$ cat src/rtl/sat9_frame_gen.sv
// I/Q frame generator: rounds, shifts and saturates wide signed samples to 9 bits,
// feeds the 18x120 capture memory write port and pulses done after a full frame.
module sat9_frame_gen #(
  parameter int IN_W      = 16,
  parameter int OUT_W     = 9,
  parameter int FRAME_LEN = 120,
  parameter int SHIFT_W   = 3
) (
  input  logic               clk,
  input  logic               rstb,
  input  logic               start,
  input  logic [SHIFT_W-1:0] shift,
  input  logic [IN_W-1:0]    in_i,
  input  logic [IN_W-1:0]    in_q,
  input  logic               in_en,
  output logic [OUT_W-1:0]   SAT9_i,
  output logic [OUT_W-1:0]   SAT9_q,
  output logic               SAT9_en,
  output logic               done,
  output logic               busy,
  output logic [6:0]         sat_cnt
);

  localparam int CNT_W = 7;
  localparam logic [CNT_W-1:0] LAST_IDX = CNT_W'(FRAME_LEN - 1);
  localparam logic signed [IN_W:0] SAT_MAX = (IN_W+1)'(2**(OUT_W-1) - 1);
  localparam logic signed [IN_W:0] SAT_MIN = (IN_W+1)'(-(2**(OUT_W-1)));

  typedef enum logic [1:0] {
    IDLE  = 2'd0,
    RUN   = 2'd1,
    FLUSH = 2'd2,
    DONE  = 2'd3
  } state_t;

  state_t state, next_state;

  logic [CNT_W-1:0]      in_cnt;
  logic [1:0]            flush_cnt;
  logic [SHIFT_W-1:0]    shift_l;
  logic                  s1_en;
  logic signed [IN_W:0]  s1_i, s1_q;
  logic [OUT_W:0]        sat_i, sat_q;
  logic                  accept, start_ok, clip;

  // Round-half-up then arithmetic shift; IN_W+1 bits leave room for the rounding add.
  function automatic logic signed [IN_W:0] round_shift(input logic [IN_W-1:0] x,
                                                       input logic [SHIFT_W-1:0] sh);
    logic signed [IN_W:0] xe;
    logic signed [IN_W:0] r;
    xe = {x[IN_W-1], x};
    if (sh == '0) begin
      r = '0;
    end else begin
      r = (IN_W+1)'(1) << (sh - SHIFT_W'(1));
    end
    return (xe + r) >>> sh;
  endfunction

  // Returns {clipped, value} clamped to the signed OUT_W range.
  function automatic logic [OUT_W:0] saturate(input logic signed [IN_W:0] y);
    if (y > SAT_MAX) begin
      return {1'b1, SAT_MAX[OUT_W-1:0]};
    end else if (y < SAT_MIN) begin
      return {1'b1, SAT_MIN[OUT_W-1:0]};
    end else begin
      return {1'b0, y[OUT_W-1:0]};
    end
  endfunction

  assign accept   = (state == RUN) && in_en;
  assign start_ok = (state == IDLE) && start;

  always_ff @(posedge clk or negedge rstb) begin
    if (!rstb) begin
      state <= IDLE;
    end else begin
      state <= next_state;
    end
  end

  // FLUSH holds until the last sample has left stage 2 plus one more cycle.
  always_comb begin
    next_state = state;
    case (state)
      IDLE: begin
        if (start) next_state = RUN;
        else       next_state = IDLE;
      end
      RUN: begin
        if (in_en && (in_cnt == LAST_IDX)) next_state = FLUSH;
        else                               next_state = RUN;
      end
      FLUSH: begin
        if (flush_cnt == 2'd2) next_state = DONE;
        else                   next_state = FLUSH;
      end
      DONE:    next_state = IDLE;
      default: next_state = IDLE;
    endcase
  end

  always_ff @(posedge clk or negedge rstb) begin
    if (!rstb) begin
      in_cnt    <= '0;
      flush_cnt <= 2'd0;
      shift_l   <= '0;
      done      <= 1'b0;
      busy      <= 1'b0;
    end else begin
      if (start_ok) begin
        shift_l <= shift;
        in_cnt  <= '0;
      end else if (accept) begin
        in_cnt  <= in_cnt + CNT_W'(1);
      end
      if (state == FLUSH) flush_cnt <= flush_cnt + 2'd1;
      else                flush_cnt <= 2'd0;
      done <= (next_state == DONE);
      busy <= (next_state != IDLE);
    end
  end

  always_ff @(posedge clk or negedge rstb) begin
    if (!rstb) begin
      s1_en <= 1'b0;
      s1_i  <= '0;
      s1_q  <= '0;
    end else begin
      s1_en <= accept;
      if (accept) begin
        s1_i <= round_shift(in_i, shift_l);
        s1_q <= round_shift(in_q, shift_l);
      end
    end
  end

  always_comb begin
    sat_i = saturate(s1_i);
    sat_q = saturate(s1_q);
    clip  = sat_i[OUT_W] | sat_q[OUT_W];
  end

  // Data outputs hold between samples; the memory only looks at them when SAT9_en is set.
  always_ff @(posedge clk or negedge rstb) begin
    if (!rstb) begin
      SAT9_en <= 1'b0;
      SAT9_i  <= '0;
      SAT9_q  <= '0;
      sat_cnt <= '0;
    end else begin
      SAT9_en <= s1_en;
      if (s1_en) begin
        SAT9_i <= sat_i[OUT_W-1:0];
        SAT9_q <= sat_q[OUT_W-1:0];
      end
      if (start_ok) begin
        sat_cnt <= '0;
      end else if (s1_en && clip) begin
        sat_cnt <= sat_cnt + 7'd1;
      end
    end
  end

endmodule

$ cat config.mk
export PLATFORM = sky130hd
export DESIGN_NAME = sat9_frame_gen
export DESIGN_NICKNAME = d
export VERILOG_FILES = /design/src/rtl/sat9_frame_gen.sv
export SDC_FILE = /design/constraint.sdc
export NUM_CORES = 1
export LEC_CHECK = 0
export CORE_ASPECT_RATIO = 1.5
export CORE_UTILIZATION = 40
export DETAILED_ROUTE_END_ITERATION = 10
export DONT_BUFFER_PORTS = 1
export PLACE_DENSITY = 0.59
export SLEW_MARGIN = 30
export SYNTH_ARGS = -nofsm -noshare
export SYNTH_HDL_FRONTEND = slang
export SYNTH_SLANG_ARGS = --single-unit
$ cat constraint.sdc
create_clock -name clk -period 3.84 [get_ports clk]
set_clock_uncertainty 0.05 [all_clocks]
set_input_delay 0 -clock clk [delete_from_list [all_inputs] [get_ports clk]]
set_output_delay 0 -clock clk [all_outputs]
set_load 0.01 [all_outputs]
# ---- Yosys cells after proc, flatten, opt, wreduce, memory -nomap -nowiden
# Cells that the tools add are included.
dict set report classes {
  n_eq_ne 6
  multipliers 0
  n_div 0
  order_cmp 4
  n_shift 3
  muxes 15
  n_bitwise 1
  n_addsub 6
  reduce_logical 9
}
# operator n
set op_table {}
lappend op_table {{$mux 10} 4}
lappend op_table {{$add 16x17->17} 2}
lappend op_table {{$gt 17x9->1 const B} 2}
lappend op_table {{$lt 17x9->1 const B} 2}
lappend op_table {{$mux 17} 2}
lappend op_table {{$sshr 17x3->17} 2}
lappend op_table {{$mux 7} 4}
lappend op_table {{$shl 1x3->17 const A} 1}
lappend op_table {{$add 7x1->7 const B} 2}
lappend op_table {{$eq 2x2->1 const B} 4}
lappend op_table {{$pmux 2 s4} 1}
lappend op_table {{$eq 7x7->1 const B} 1}
lappend op_table {{$reduce_bool 2->1} 3}
lappend op_table {{$logic_and 1x1->1} 4}
lappend op_table {{$mux 2} 2}
lappend op_table {{$logic_not 3->1} 1}
lappend op_table {{$sub 3x1->3 const B} 1}
lappend op_table {{$add 2x1->2 const B} 1}
lappend op_table {{$eq 2x1->1 const B} 1}
lappend op_table {{$logic_not 2->1} 1}
lappend op_table {{$mux 1} 2}
lappend op_table {{$or 1x1->1} 1}
dict set report word_totals {
  regBits 77
  memories 0
  mem_bits_rw 0
  romBits 0
  latchBits 0
  output_inout_bits 28
}

# ---- Logic depth before layout (Yosys ltp)
dict set report logic_depth {
  ltp_word 7
  depth_mapped 16
}

# ---- Least setup slack after synthesis
# No wires, ideal clock.
dict set report synth_path {
  path_kind {reg-to-reg}
  startpoint {reg shift_l[1]}
  endpoint {reg s1_q[13]}
  path_stages_with_launch 16
  required_ps 3669
  setup_time_ps 121
  arrival_ps 3405
  slack_ps 264
  cell_sequence {dfrtp_1 > buf_4 > inv_1 > clkbuf_1 > nand2_1 > nor2_1 > ha_1 > and2_1 > and2_1 > or4_1 > o21ai_2 > nor3_1 > xor2_1 > mux2_2 > a211o_1 > a22o_1}
}
dict set report synth_via {
  elab_chain_cells 6
  elab_cells_between_ends 7
  classes_between {add/sub: 2; shift: 2; mux: 2; reduce/logical: 1}
}
# element line
set synth_rtl {}
lappend synth_rtl {{from (decl)} 40} ;# logic [SHIFT_W-1:0] shift_l;
lappend synth_rtl {{from (signal assigned)} 112} ;# shift_l <= shift;
lappend synth_rtl {{$sub 3x1->3} 55} ;# r = (IN_W+1)'(1) << (sh - SHIFT_W'(1));
lappend synth_rtl {{$shl 1x3->17} 55}
lappend synth_rtl {{$mux 17} 52} ;# if (sh == '0) begin
lappend synth_rtl {{$mux 17} 131} ;# if (accept) begin
lappend synth_rtl {{$add 16x17->17} 57} ;# return (xe + r) >>> sh;
lappend synth_rtl {{$sshr 17x3->17 *} 57}
lappend synth_rtl {{to (signal assigned)} 133} ;# s1_q <= round_shift(in_q, shift_l);
lappend synth_rtl {{to (decl)} 42} ;# logic signed [IN_W:0] s1_i, s1_q;
# Every way passes the cells marked *; elsewhere a longest branch is shown, timed or not. The select of a mux whose other input is x is not followed.
# A chain may end at the register's enable or synchronous reset.

# ---- Worst setup path after layout
dict set report layout_path {
  startpoint {reg shift_l[0]}
  endpoint {reg s1_q[13]}
}
# Same word-level chain as after synthesis.

==> metrics.txt <==
IO buf count=0; hpwl dp=10400 um; Sink Count=between 70 and 80; CP startpoint=shift_l[0]; CTS root buf=clkbuf_16; MaxCap Viol Count=0; Bufs on Longest Clock Path=2; drt wl/cell=17.2 um; Yosys Warn Count=0; DRC Markers=0; FFs w/ async S/R, synth=100%; worst reg2reg path endpoint=s1_q[13]; Max-Slew Margin vs Limit=between 50% and 60%; min Tclk post-route=3.51 ns; Die Y=~140 um; Synth Register Bits=a little under 80; total gr overflow=0; initial core utilization=41.0%; worst hold start=in_q[14]; TritonCTS Buffers=9; layout cells sized above 1=roughly 11%; final-report hold violation count=0; Synth Area in Compound Gates=25.0%; FF-to-FF path depth=13; cell count after synthesis=613; # Post-CTS Setup Buffers=0; critical path type=register to register; Post-Route Setup TNS=0 ns; XOR/XNOR Fraction of Synth Area=7.21%; Row Count=51; Seq/Total Area, Yosys=36.1%; final worst path period share=91.5%; multiplexer share of the synthesized area=under 10%; Tot GR Track Use=20.7%; Reg2Reg Launch Point=shift_l[0]; number of synthesized flops with an enable pin=0; first-pass GRT wire length=22400 um; worst slew pin tran=0.611 ns; Placer Congestion=about 0.94; CP required=4.01 ns; vias in the first global route=between 4000 and 5000; Synth Area in Simple Gates=between 15 and 20%; largest net degree at the start of global routing=slightly below 80; run status=finished clean; VDD IR max=0.000188 V; filler instances=~1300; die area=about 0.014 mm2; number of routed nets with antenna violations=0; first drt pass iteration count=5; CTS H-Tree Depth=3; area grow syn2layout=11.4%; Min-Delay Path Depth=3; crit path max fanout=23; initial antenna violation count=0; startpoint types=register; Final nets=677; synthesized area per cell=about 8.7 um2; PwrDens=491 mW/mm2; critical path capture point type=register; Post-synth top flop=dfrtp_1; via count=4550; Worst-Skew Late Latency=0.34 ns; Mapped Area=0.00534 mm2; hold endpoint=s1_q[16]; WHS=0.0325 ns; Reg2Reg Setup Slack=0.33 ns; core area=0.0130 mm2; post-DR vias/cell=just under 6; post-synthesis cell type count=between 70 and 80; largest family of logic cells by synthesized area=compound AO/OA/AOI/OAI gates; Hold/Removal Path Class=primary input to register; initial detailed-routing violation count=roughly 340; ant diodes=0; Leak=2.50 nW; clock-pin slew on the worst setup and hold paths=~0.06 ns; top-level I/O count=between 60 and 70; final-report max-slew violation count=0; Fmax=between 200 and 300 MHz; unrepaired setup endpoints after global routing=no; die width=a little under 100 um; area share of fa/ha/maj cells after synthesis=under 10%; Worst Path Arrival=3.69 ns; # setup viols final=0; drt total wl=13500 um; CTS tree=yes
-- synth_stat cells (3+ instances only) --
master | count | share of area (%)
a31oi_1 | 3 | 0.35
a221o_1 | 3 | 0.56
ha_1 | 17 | 4.0
o2bb2ai_1 | 4 | 0.66
o31ai_1 | 4 | 0.56
a211oi_1 | 12 | 1.7
nor4_1 | 5 | 0.59
xor2_1 | 26 | 4.3
a211o_1 | 3 | 0.49
a221oi_1 | 4 | 0.66
or2_2 | 5 | 0.59
a21oi_1 | 30 | 2.8
o21ai_0 | 38 | 3.6
or3_1 | 3 | 0.35
dfrtp_1 | 77 | 36
buf_1 | 3 | 0.21
o211ai_1 | 25 | 3.5
buf_2 | 6 | 0.56
and2_1 | 5 | 0.59
nor2_1 | 66 | 4.6
nor2b_1 | 3 | 0.35
o21a_1 | 5 | 0.70
a22oi_1 | 3 | 0.42
and3_1 | 3 | 0.35
o21ai_1 | 5 | 0.47
inv_1 | 30 | 2.1
nor3_1 | 12 | 1.1
a21o_1 | 3 | 0.42
mux2_2 | 5 | 1.1
clkbuf_1 | 20 | 1.4
nand4_1 | 11 | 1.3
o221ai_1 | 8 | 1.3
mux2i_1 | 17 | 3.2
nor3b_1 | 3 | 0.42
nand2b_1 | 5 | 0.59
nand2_1 | 64 | 4.5
o22ai_1 | 7 | 0.82
o21ai_2 | 3 | 0.49
xnor2_1 | 18 | 3.0
nand3_1 | 3 | 0.28
-- worst max-delay path by stage --
stage               endpoint  slack, ns  cells past startpoint
floorplan           s1_q[13]       0.26                     15
global placement     s1_q[5]       0.42                     11
detailed placement   s1_q[5]       0.32                     12
CTS                  s1_q[5]       0.30                     12
global route         s1_i[9]       0.06                     14
finish              s1_q[13]       0.33                     13
-- stage by stage --
stage          power [mW]  area, um2  std cells  util, %  setup slack (ns)
2_1_floorplan        1.88       5350        614        -             0.264
3_3_place_gp         2.09       5550        760     42.6             0.418
3_5_place_dp         2.11       5550        760     42.6             0.318
4_1_cts              2.94       5940        785     45.7             0.295
5_1_grt              3.13       5950        785     45.7            0.0607
6_report             2.92       5950        785     45.7             0.328
-- area by class of cell --
type / count / area, um2 / area share, %
clock inverter: 6 / 46.3 / 0.778
sequential: 77 / 1930 / 32.4
inverter: 31 / 116 / 1.96
tap: 159 / 199 / 3.34
timing repair buffer: 28 / 250 / 4.21
clock buffer: 10 / 239 / 4.02
multi-input combinational: 474 / 3170 / 53.3
-- placed cells by master (no fill, tap or decap), types with 7 or more instances in the layout --
cell type and count:
o221ai_1 8, dlygate4sd3_1 8, ha_1 17, mux2i_1 17
o21ai_0 38, a21oi_1 30, buf_4 19, nand4_1 11
clkbuf_16 9, dfrtp_1 77, xnor2_1 18, o22ai_1 7
inv_1 30, xor2_1 26, nor3_1 12, nand2_1 64
o211ai_1 25, nor2_1 66, a211oi_1 12
-- registers in the layout, summed over array words and instances, names as in the netlist --
register,cells
s1_i,17
s1_q,17
SAT9_i,9
SAT9_q,9
in_cnt,7
sat_cnt,7
shift_l,3
flush_cnt,2
state,2
SAT9_en,1
busy,1
done,1
s1_en,1
-- report_power, final --
| group | internal, mW | switching (mW) |
|---|---|---|
| registers | 1.01 | 0.204 |
| clock network | 0.458 | 0.334 |
| logic | 0.383 | 0.534 |
| total | 1.85 | 1.07 |
-- worst max-delay path: stages, from the launching register on --
cell	delay [ns]
dfrtp_1	0.44
buf_4	0.32
inv_1	0.09
nand2_1	0.08
nor2_1	0.06
ha_1	0.24
or2_2	0.33
or4_1	0.53
o21ai_2	0.22
nor3_1	0.08
xor2_1	0.18
mux2_2	0.30
a211o_1	0.30
a22o_1	0.17
-- kinds of logic (layout without fill, tap and decap cells) --
kind of cell	after synthesis	in the layout
and+or+nand+nor	198	198
AOI/OAI and AO/OA	188	188
DFF	77	77
buffers and inverters	63	75
xor gates and xnor gates	44	44
muxes	24	24
adders and majority gates	18	18
other	1	2
-- what timing repair did --
item / CTS / global route
hold buffers: 9 / 0
endpoints found under the hold margin: 86 / 0
resized for setup: 0 / 1
endpoints found under the setup margin: 0 / 1
-- routing by layer --
metal | vias up | part of all wire (%) | routed length [um] | track usage [%]
li1 | 2256 | - | - | -
met1 | 2160 | 42 | 5720 | 25.4
met2 | 108 | 49 | 6660 | 34.5
met3 | 26 | 5.3 | 722 | 3.81
met4 | 0 | 3.2 | 435 | 10.2
met5 | - | 0 | 0 | 0
(Power assumes the default switching activity.)
